File: config.mk
export PLATFORM = sky130hd
export DESIGN_NAME = step_dir_monitor
export DESIGN_NICKNAME = d
export VERILOG_FILES = /design/src/rtl/step_dir_monitor.sv
export SDC_FILE = /design/constraint.sdc
export NUM_CORES = 1
export LEC_CHECK = 0
export ABC_AREA = 1
export BUFFER_PORTS_ARGS = -buffer_cell sky130_fd_sc_hd__buf_2
export CORE_MARGIN = 5
export CORE_UTILIZATION = 53
export CTS_CLUSTER_DIAMETER = 80
export DETAILED_ROUTE_END_ITERATION = 8
export PLACE_DENSITY = 0.78
export SETUP_SLACK_MARGIN = 0.02
export SLEW_MARGIN = 5
export SYNTH_ARGS = -nofsm -noshare
export SYNTH_HDL_FRONTEND = slang
export SYNTH_SLANG_ARGS = --single-unit
File: constraint.sdc
create_clock -name clk -period 3.4 [get_ports clk]
set_input_delay 0.68 -clock clk [delete_from_list [all_inputs] [get_ports clk]]
set_output_delay 0.68 -clock clk [all_outputs]
set_load 0.1 [all_outputs]
File: src/rtl/step_dir_monitor.sv
// Receive-side step/dir monitor: decodes synchronized step pulses into position and
// step count, measures step period and checks dir setup, pulse width and low gap timing.
module step_dir_monitor #(
  parameter int POS_WIDTH = 32,
  parameter int CNT_WIDTH = 32
) (
  input  logic                 clk,
  input  logic                 rst,
  input  logic                 step,
  input  logic                 dir,
  input  logic                 invert_dir,
  input  logic [CNT_WIDTH-1:0] dir_setup_n,
  input  logic [CNT_WIDTH-1:0] pulse_min_n,
  input  logic [CNT_WIDTH-1:0] gap_min_n,
  input  logic                 load_pos,
  input  logic [POS_WIDTH-1:0] pos_val,
  input  logic                 clear_err,
  output logic [POS_WIDTH-1:0] position,
  output logic [31:0]          step_count,
  output logic [CNT_WIDTH-1:0] last_period,
  output logic                 period_valid,
  output logic                 step_stb,
  output logic                 step_dir_out,
  output logic [3:0]           err,
  output logic                 err_int
);

  localparam logic [CNT_WIDTH-1:0] CNT_ZERO = {CNT_WIDTH{1'b0}};
  localparam logic [CNT_WIDTH-1:0] CNT_ONE  = {{(CNT_WIDTH-1){1'b0}}, 1'b1};
  localparam logic [CNT_WIDTH-1:0] CNT_ONES = {CNT_WIDTH{1'b1}};
  localparam logic [POS_WIDTH-1:0] POS_ONE  = {{(POS_WIDTH-1){1'b0}}, 1'b1};
  localparam logic [POS_WIDTH-1:0] POS_ONES = {POS_WIDTH{1'b1}};

  typedef enum logic [0:0] {
    ST_LOW  = 1'b0,
    ST_HIGH = 1'b1
  } state_t;

  function automatic logic [CNT_WIDTH-1:0] sat_inc(input logic [CNT_WIDTH-1:0] v);
    if (v == CNT_ONES) begin
      sat_inc = v;
    end else begin
      sat_inc = v + CNT_ONE;
    end
  endfunction

  logic step_s1_r, step_s2_r, step_s3_r;
  logic dir_s1_r, dir_s2_r, dir_s3_r;
  logic rise_s, fall_s, dchg_s;

  state_t state_r, state_next_s;
  logic   in_low_s, in_high_s;

  logic [CNT_WIDTH-1:0] low_cnt_r, high_cnt_r, dir_cnt_r, period_cnt_r;

  logic [POS_WIDTH-1:0] position_r, pos_delta_s;
  logic [31:0]          step_count_r;
  logic [CNT_WIDTH-1:0] last_period_r;
  logic                 period_valid_r, seen_rise_r, step_stb_r, step_dir_r, step_dir_s;
  logic [3:0]           err_r, err_set_s;
  logic                 err_int_r;
  logic                 setup_bad_s, gap_bad_s, pulse_bad_s;

  // Two-flop synchronizers plus a third stage for edge detection
  always_ff @(posedge clk) begin
    if (rst) begin
      step_s1_r <= 1'b0;
      step_s2_r <= 1'b0;
      step_s3_r <= 1'b0;
      dir_s1_r  <= 1'b0;
      dir_s2_r  <= 1'b0;
      dir_s3_r  <= 1'b0;
    end else begin
      step_s1_r <= step;
      step_s2_r <= step_s1_r;
      step_s3_r <= step_s2_r;
      dir_s1_r  <= dir;
      dir_s2_r  <= dir_s1_r;
      dir_s3_r  <= dir_s2_r;
    end
  end

  assign rise_s = step_s2_r & ~step_s3_r;
  assign fall_s = ~step_s2_r & step_s3_r;
  assign dchg_s = dir_s2_r ^ dir_s3_r;

  // Pulse-level FSM state register
  always_ff @(posedge clk) begin
    if (rst) begin
      state_r <= ST_LOW;
    end else begin
      state_r <= state_next_s;
    end
  end

  // Pulse-level FSM next-state logic
  always_comb begin
    state_next_s = state_r;
    case (state_r)
      ST_LOW:  state_next_s = rise_s ? ST_HIGH : ST_LOW;
      ST_HIGH: state_next_s = fall_s ? ST_LOW : ST_HIGH;
      default: state_next_s = ST_LOW;
    endcase
  end

  // Pulse-level FSM state decode
  always_comb begin
    in_low_s  = 1'b0;
    in_high_s = 1'b0;
    case (state_r)
      ST_LOW:  in_low_s  = 1'b1;
      ST_HIGH: in_high_s = 1'b1;
      default: in_low_s  = 1'b1;
    endcase
  end

  // Saturating timing counters; low/dir reset to all-ones so the first pulse is clean
  always_ff @(posedge clk) begin
    if (rst) begin
      low_cnt_r    <= CNT_ONES;
      high_cnt_r   <= CNT_ZERO;
      dir_cnt_r    <= CNT_ONES;
      period_cnt_r <= CNT_ZERO;
    end else begin
      if (in_low_s) begin
        low_cnt_r <= sat_inc(low_cnt_r);
        if (rise_s) begin
          high_cnt_r <= CNT_ONE;
        end
      end else if (in_high_s) begin
        high_cnt_r <= sat_inc(high_cnt_r);
        if (fall_s) begin
          low_cnt_r <= CNT_ONE;
        end
      end
      dir_cnt_r    <= dchg_s ? CNT_ZERO : sat_inc(dir_cnt_r);
      period_cnt_r <= rise_s ? CNT_ONE : sat_inc(period_cnt_r);
    end
  end

  assign step_dir_s  = dir_s2_r ^ invert_dir;
  assign pos_delta_s = step_dir_s ? POS_ONE : POS_ONES;

  // A zero limit disables its check entirely
  assign setup_bad_s = (dir_setup_n != CNT_ZERO) && ((dir_cnt_r < dir_setup_n) || dchg_s);
  assign gap_bad_s   = (gap_min_n != CNT_ZERO) && (low_cnt_r < gap_min_n);
  assign pulse_bad_s = (pulse_min_n != CNT_ZERO) && (high_cnt_r < pulse_min_n);
  assign err_set_s   = {in_high_s & dchg_s, rise_s & gap_bad_s,
                        fall_s & pulse_bad_s, rise_s & setup_bad_s};

  // Step decode: position, count, period and strobe
  always_ff @(posedge clk) begin
    if (rst) begin
      position_r     <= {POS_WIDTH{1'b0}};
      step_count_r   <= 32'd0;
      last_period_r  <= CNT_ZERO;
      period_valid_r <= 1'b0;
      seen_rise_r    <= 1'b0;
      step_stb_r     <= 1'b0;
      step_dir_r     <= 1'b0;
    end else begin
      step_stb_r <= rise_s;
      if (rise_s) begin
        step_dir_r     <= step_dir_s;
        step_count_r   <= step_count_r + 32'd1;
        last_period_r  <= period_cnt_r;
        period_valid_r <= period_valid_r | seen_rise_r;
        seen_rise_r    <= 1'b1;
      end
      if (load_pos) begin
        position_r <= rise_s ? (pos_val + pos_delta_s) : pos_val;
      end else if (rise_s) begin
        position_r <= position_r + pos_delta_s;
      end
    end
  end

  // Sticky error flags; a set condition beats a same-cycle clear
  always_ff @(posedge clk) begin
    if (rst) begin
      err_r     <= 4'b0000;
      err_int_r <= 1'b0;
    end else begin
      err_r     <= (clear_err ? 4'b0000 : err_r) | err_set_s;
      err_int_r <= |err_r;
    end
  end

  assign position     = position_r;
  assign step_count   = step_count_r;
  assign last_period  = last_period_r;
  assign period_valid = period_valid_r;
  assign step_stb     = step_stb_r;
  assign step_dir_out = step_dir_r;
  assign err          = err_r;
  assign err_int      = err_int_r;

endmodule

After elaboration in Yosys (flattened, before gate mapping). Cells that the tools add are included.

Input port bits: 135. Output and inout bits: 104. Register bits: 240. Word-level logic and storage cells: 88.

Add/subtract/negate cells: 7. Eq/ne operators: 10. Reduce and logical (&&, ||, !) cells: 13. $lt $le $gt $ge: 3. Mux-type cells: 21. Bitwise logic cells: 13.

Operator list (number): two-way mux 32 bit (14); adder 32 x 1 -> 32 bit, second input constant (5); == test 32 bit, second input constant (4); < comparator 32 bit (3); nonzero test 32 bit (3); adder 32 bit (2); inequality test 2 bit, second input constant (5); bitwise AND 1 bit (6); AND reduction 3 bit (2); two-way mux 1 bit (5); two-way mux 4 bit (1); OR 4 bit (1); nonzero test 2 bit (2); OR reduction 4 bit (1); logical AND 1 bit (3); inverter 1 bit (3); inequality test 2 x 1 -> 1 bit, second input constant (1); case mux 1 bit (2 select lines) (1); OR reduction 2 bit (1); bitwise XOR 1 bit (2); logical OR 1 bit (1); OR 1 bit (1).

Logic depth before layout (Yosys ltp). Gate-level depths: netlist (run 1).

Word-level depth: 5. Depth in mapped cells: 23.

Worst setup path before layout (run 1). OpenSTA, ideal clock, no wires.

Path kind: register to register. From: register step_count_r[0] (netlist: step_count[0]). To: register step_count_r[29] (netlist: step_count[29]). Path buffers: 0. Slack: 0.754 ns. Period minus slack after synthesis: 2.646 ns. Stages on the path, launching flop included: 12. Setup time: 0.124 ns. Data required time: 3.276 ns. Arrival time: 2.522 ns. Path through: dfxtp_1 > nand3_1 > nor2_4 > nand3_1 > nor2_1 > inv_1 > nor2_2 > nand3_1 > nor3_2 > nand3_1 > o21ai_0 > a21oi_1.

Word-level cells in the longest chain between the ends: 1.

Ends and longest elaborated chain: from (decl) (line 57) `logic [31:0] step_count_r;`; from (signal assigned) (line 165) `step_count_r <= step_count_r + 32'd1;`; adder 32 x 1 -> 32 bit (line 165).

Every way passes these cells. A chain may end at the register's enable or synchronous reset.

Final worst setup path (run 1).
From: register dir_s2_r. To: register position_r[24] (netlist: position[24]).

Word-level cells in the longest chain between the ends: 5.

Ends and longest elaborated chain: from (decl) (line 48) `logic dir_s1_r, dir_s2_r, dir_s3_r;`; from (signal assigned) (line 78) `dir_s2_r <= dir_s1_r;`; bitwise XOR 1 bit (*) (line 141) `assign step_dir_s = dir_s2_r ^ invert_dir;`; two-way mux 32 bit (*) (line 142) `assign pos_delta_s = step_dir_s ? POS_ONE : POS_ONES;`; adder 32 bit, on equally long branches (line 173, 171); two-way mux 32 bit, on equally long branches (line 172, 171); two-way mux 32 bit (*) (line 170) `if (load_pos) begin`; to (signal assigned) (line 154) `position_r <= {POS_WIDTH{1'b0}};`; to (signal assigned) (line 171) `position_r <= rise_s ? (pos_val + pos_delta_s) : pos_val;`; to (signal assigned) (line 173) `position_r <= position_r + pos_delta_s;`; to (decl) (line 56) `logic [POS_WIDTH-1:0] position_r, pos_delta_s;`.

Every way passes the cells marked *; elsewhere a longest branch is shown, timed or not. The select of a mux whose other input is x is not followed.

==> flow_summary.json, run 1 <==
{
  "status": "complete, no violations",
  "fin_total_pwr_w": 0.00952,
  "clock-root-buffer": "clkbuf_16",
  "grt_max_degree": 108,
  "holdCritStartpoint": "dir",
  "yosysMostFrequentCell": "nand2_1",
  "synth_cells": 3078,
  "async_flop_share_pct": 0,
  "cts_hold_buf": 0,
  "final_max_slew_viol_count": 0,
  "crit_path_start_kind": "register",
  "vias_per_cell": 5.68,
  "cpPeakStageDelay_ps": 450,
  "ys_warn_count": 0,
  "pwr_density_cell_mw_per_mm2": 444,
  "overflow": 0,
  "grt_setup_unrepaired": "no",
  "grt_pass1_vias": 20188,
  "drtPass1Iterations": 6,
  "synth_top_area_share_pct": 25.5,
  "grtUsageTotal_pct": 30.7,
  "drt_iter0_markers": 1829,
  "syn_area_sq_mm": 0.0188,
  "path_max_fanout": 19,
  "cp-endpoint": "position[24]",
  "ys_types": 57,
  "antenna_found_initial": 0,
  "stdcell_area_sq_mm": 0.0215,
  "leakage_nw": 10.8,
  "post_cts_resized": 0,
  "portBuffers": 238,
  "post_cts_buffers": 0,
  "period_share_pct": 85.7,
  "place_area_sq_mm": 0.0205,
  "clock_skew_ps": 12.5,
  "ys_seq_area_share_pct": 25.5,
  "clock-sinks": 240,
  "drc_errors": 0,
  "fmax_mhz": 343,
  "synth_top_cells_by_area": "dfxtp_1 26%, nand2_1 16%, inv_1 10%, ha_1 6.9%, nand3_1 6.0%",
  "cts-htree-levels": 1,
  "die_width_um": 198,
  "grt_pass1_wl_mm": 101,
  "cts_tree": "yes",
  "gp_congestion": 0.986,
  "crit_path_cell_trace": "inv_2 -> nand2_2 -> nand2_4 -> nand2_2 -> nand2_1 -> inv_1 -> ha_1 -> inv_1 -> nand2_1 -> nand2_1 -> nand3_2 -> inv_1 -> o21ai_1 -> nand2_1 -> nand2_1 -> nand2_1 -> nand3_1 -> nand3_1 -> nand2_1 -> inv_1",
  "wirelength_mm": 63.3,
  "worstMarginPinSlew_ps": 785,
  "synth_edf_count": 0,
  "clk-insertion-delay-late_ps": 560,
  "die_h_um": 198,
  "fin_hold_ws_ps": 330,
  "r2r-start": "dir_s2_r",
  "max_slew_margin_pct": 47.6,
  "drive_gt1_share_pct": 11.2,
  "syn_to_final_growth_pct": 14.1,
  "ir_drop_mv": 0.463,
  "hold_violations": 0,
  "setup_tns_ps": 0,
  "crit_type": "reg -> reg",
  "antenna_cells": 0,
  "start_util_pct": 53.3,
  "fp.dieArea_sq_mm": 0.0394,
  "io_pins": 239,
  "ys_ff_latch": 240,
  "syn_nets": 3316,
  "synth.avg_cell_area_sq_um": 6.11,
  "reg2reg_to": "position[24]",
  "postLayoutCoreUtil_pct": 60.8,
  "place_hpwl_mm": 49.9,
  "num_vias": 21459,
  "report.final.setup_viol": 0,
  "drv_cap": 0,
  "rows": 69,
  "ys.flop_type": "dfxtp_1",
  "coreArea_sq_mm": 0.0353,
  "synth_commonest_cells": "804 x nand2_1, 504 x inv_1, 295 x nor2_1, 240 x dfxtp_1, 225 x nand3_1",
  "cts_max_path_buffers": 3,
  "synth_area_leader_cell": "dfxtp_1",
  "critical-path-slowest-cell": "dfxtp_1",
  "cp.required_ps": 3860,
  "wire_per_inst_um": 16.7,
  "rrSetupSlack_ps": 490,
  "clk_pin_slew_worst_paths_ps": 60,
  "cp-end-kind": "register",
  "ff2ff_path_depth": 20,
  "crit_arrival_ps": 3370,
  "hp-class": "in -> reg",
  "final_nets": 3532,
  "worstSetupStartpoint": "dir_s2_r",
  "ant_nets": 0,
  "cts_buffers": 28,
  "min_period_ps": 2910,
  "crit_top_cell": "nand2_1"
}
[placed cells by master (no fill, tap or decap), types with 8 or more instances in the layout]
cell / synthesis / routed
nand4_1: 69 / 69
xor2_1: 66 / 66
o211ai_1: 22 / 22
o311ai_0: 19 / 19
nand2_1: 804 / 804
clkbuf_16: 0 / 28
a41oi_1: 38 / 38
or2_2: 11 / 12
nor3_1: 105 / 105
ha_1: 103 / 103
o221ai_1: 9 / 9
nand2_2: 8 / 8
inv_2: 14 / 14
buf_2: 16 / 238
nor4_1: 45 / 45
o21bai_1: 9 / 9
dfxtp_1: 240 / 240
inv_1: 504 / 504
nor2_1: 295 / 294
xnor2_1: 14 / 13
nand3_1: 225 / 225
buf_4: 2 / 23
o21ai_0: 158 / 158
a21oi_1: 143 / 143
[final cells by class]
class | instances | area (sq um)
fill | 3401 | 13900
multi-input combinational | 2237 | 11700
sequential | 240 | 4800
inverter | 522 | 1960
timing repair buffer | 265 | 1440
clock buffer | 36 | 771
tap | 461 | 577
clock inverter | 16 | 220
[registers in the layout, indices dropped and copies added (netlist names)]
name / count
dir_s2_r: 1
last_period: 32
step_s1_r: 1
low_cnt_r: 32
step_stb: 1
err_int: 1
seen_rise_r: 1
err: 4
dir_s1_r: 1
step_count: 32
position: 32
step_s2_r: 1
dir_cnt_r: 32
state_r: 1
step_s3_r: 1
dir_s3_r: 1
period_valid: 1
step_dir_out: 1
period_cnt_r: 32
high_cnt_r: 32
[per-stage QoR]
step	worst slack (ps)	instances
2_1_floorplan	754	3078
3_3_place_gp	343	3725
3_5_place_dp	299	3725
4_1_cts	606	3777
5_1_grt	298	3777
6_report	485	3777
[worst min-delay path by stage]
stage                     cells past startpoint  endpoint  slack, ps
final                                         3  dir_s1_r        330
after global routing                          3  dir_s1_r        340
after CTS                                     3  dir_s1_r        310
after detailed placement                      2  dir_s2_r        400
after global placement                        2  dir_s2_r        400
after floorplan                               2  dir_s2_r        390
[kinds of logic after synthesis]
logic type      count (synthesis)  synth area share [%]
flops                         240                  25.5
simple gates                 1599                  36.7
compound gates                455                  14.8
fa+ha+maj                     103                  6.85
buf+inv                       601                  12.4
xor+xnor                       80                  3.73
[metal layers]
layer,vias up,part of all wire [%],GRT usage [%]
met5,-,0,0
met4,0,4.9,13.7
met3,191,7.5,3.52
met2,939,45,51.5
met1,9757,42,39.9
li1,10572,-,-
[worst max-delay path: cells and delay by family (launching register included)]
kind	cells	cell delay [ps]
fa+ha+maj	1	140
compound gates	1	320
simple gates	13	1560
buf+inv	5	330
flops	1	450
[power breakdown]
part	switching (W)	internal [W]
Sequential	0.000290	0.00299
Combinational	0.00210	0.000941
Clock	0.00128	0.00192
(Power assumes the default switching activity.)
==> run 2, diff against run 1 <==
--- a/config.mk
+++ b/config.mk
@@ -6,7 +6,7 @@
 export NUM_CORES = 1
 export LEC_CHECK = 0
 export ABC_AREA = 1
-export BUFFER_PORTS_ARGS = -buffer_cell sky130_fd_sc_hd__buf_2
+export BUFFER_PORTS_ARGS = -buffer_cell sky130_fd_sc_hd__buf_4
 export CORE_MARGIN = 5
 export CORE_UTILIZATION = 53
 export CTS_CLUSTER_DIAMETER = 80
==> run 2 against run 1 <==
  * Fmax up 1.6%
  * Critical endpoint is now high_cnt_r[27]
  * Clock power down 13%
  * Cell count down 0.16%
  * Largest cell class unchanged
==> flow_summary.json, run 2 (synthesized netlist as in run 1, its figures left out) <==
{
  "status": "complete, no violations",
  "place_hpwl_mm": 50.0,
  "vias_per_cell": 5.64,
  "antenna_cells": 0,
  "drt_iter0_markers": 1925,
  "drive_gt1_share_pct": 11.0,
  "crit_type": "reg -> reg",
  "final_max_slew_viol_count": 0,
  "final_nets": 3527,
  "fp.dieArea_sq_mm": 0.0394,
  "start_util_pct": 53.3,
  "mostFrequentLayoutCells": "804 x nand2_1, 504 x inv_1, 294 x nor2_1",
  "fmax_mhz": 349,
  "clock_skew_ps": 10.5,
  "wire_per_inst_um": 16.7,
  "cts_buffers": 27,
  "hp-class": "in -> reg",
  "gp_congestion": 0.964,
  "cts_tree": "yes",
  "drtPass1Iterations": 7,
  "portBuffers": 238,
  "clk-insertion-delay-late_ps": 540,
  "grt_pass1_vias": 20084,
  "worstMarginPinSlew_ps": 854,
  "leakage_nw": 10.9,
  "syn_to_final_growth_pct": 16.4,
  "period_share_pct": 84.4,
  "path_max_fanout": 17,
  "ant_nets": 0,
  "grt_max_degree": 108,
  "ir_drop_mv": 0.400,
  "report.final.setup_viol": 0,
  "drv_cap": 0,
  "rows": 69,
  "clock-sinks": 240,
  "final_common_cell": "nand2_1",
  "holdPathStages": 3,
  "grt_setup_unrepaired": "no",
  "pwr_density_cell_mw_per_mm2": 419,
  "cts_max_path_buffers": 3,
  "crit_path_start_kind": "register",
  "coreArea_sq_mm": 0.0353,
  "crit_arrival_ps": 3330,
  "min_period_ps": 2870,
  "post-place-cells": 3721,
  "antenna_found_initial": 0,
  "die_h_um": 198,
  "hold_violations": 0,
  "cp-end-kind": "register",
  "overflow": 0,
  "clk_pin_slew_worst_paths_ps": 60,
  "post_cts_resized": 0,
  "max_slew_margin_pct": 42.8,
  "io_pins": 239,
  "wirelength_mm": 63.1,
  "clock-root-buffer": "clkbuf_16",
  "cts_hold_buf": 0,
  "num_vias": 21256,
  "cts-htree-levels": 1,
  "grtUsageTotal_pct": 30.7,
  "cp.required_ps": 3860,
  "setup_tns_ps": 0,
  "stdcell_count": 3771,
  "die_width_um": 198,
  "drc_errors": 0,
  "grt_pass1_wl_mm": 101,
  "ff2ff_path_depth": 12,
  "post_cts_buffers": 0
}
[run 2: cell count changes in the layout (fill, tap and decap cells not counted), sizes merged]
| cell | delta |
|---|---|
| buf | -4 |
| bufinv | -4 |
| clkbuf | +2 |
[run 2: per-stage QoR]
step | setup slack [ps] | util, % | hold slack (ps) | power [W] | instance area [sq um]
after floorplan | 754 | - | 388 | 0.00548 | 18800
after global placement | 382 | 59.6 | 396 | 0.00631 | 21000
after detailed placement | 405 | 59.6 | 402 | 0.00638 | 21000
after CTS | 587 | 62.0 | 329 | 0.00917 | 21900
after global routing | 305 | 62.0 | 335 | 0.00972 | 21900
final | 531 | 62.0 | 358 | 0.00917 | 21900
[run 2: path summary, 6_finish.rpt]
check,endpoint,slack [ps],from
min,dir_s1_r,360,dir
max,high_cnt_r[27],530,high_cnt_r[0]
min reg2reg,dir_s2_r,400,dir_s1_r
max reg2reg,high_cnt_r[27],530,high_cnt_r[0]
[run 2: cell type report]
class,instances,area (sq um)
fill,3430,13400
multi-input combinational,2237,11700
sequential,240,4800
timing repair buffer,261,2020
inverter,522,1960
clock buffer,38,777
tap,461,577
clock inverter,12,75.1
[run 2: power by group]
group / internal [W] / switching [W] / total, W / leakage (nW)
Clock: 0.00159 / 0.00119 / 0.00279 / 0.418
Sequential: 0.00299 / 0.000287 / 0.00328 / 1.96
Combinational: 0.00100 / 0.00210 / 0.00310 / 8.49
Total: 0.00559 / 0.00358 / 0.00917 / 10.9
[run 2: worst max-delay path, stage by stage, from the launching register on]
cell and delay [ps]:
dfxtp_1 370, ha_1 250, nand3_1 140, inv_1 50
nand2_1 110, nor2_1 80, nand2_1 70, nand2_1 80
nand2_1 390, clkinv_1 590, nor3_1 420, o21ai_0 120
a21oi_1 130
[run 2: routing by layer]
layer | vias to the layer above | track usage, % | wire (um)
li1 | 10547 | - | -
met1 | 9728 | 40.3 | 27000
met2 | 819 | 52.6 | 29400
met3 | 162 | 3.32 | 4380
met4 | 0 | 10.4 | 2390
met5 | - | 0 | 0
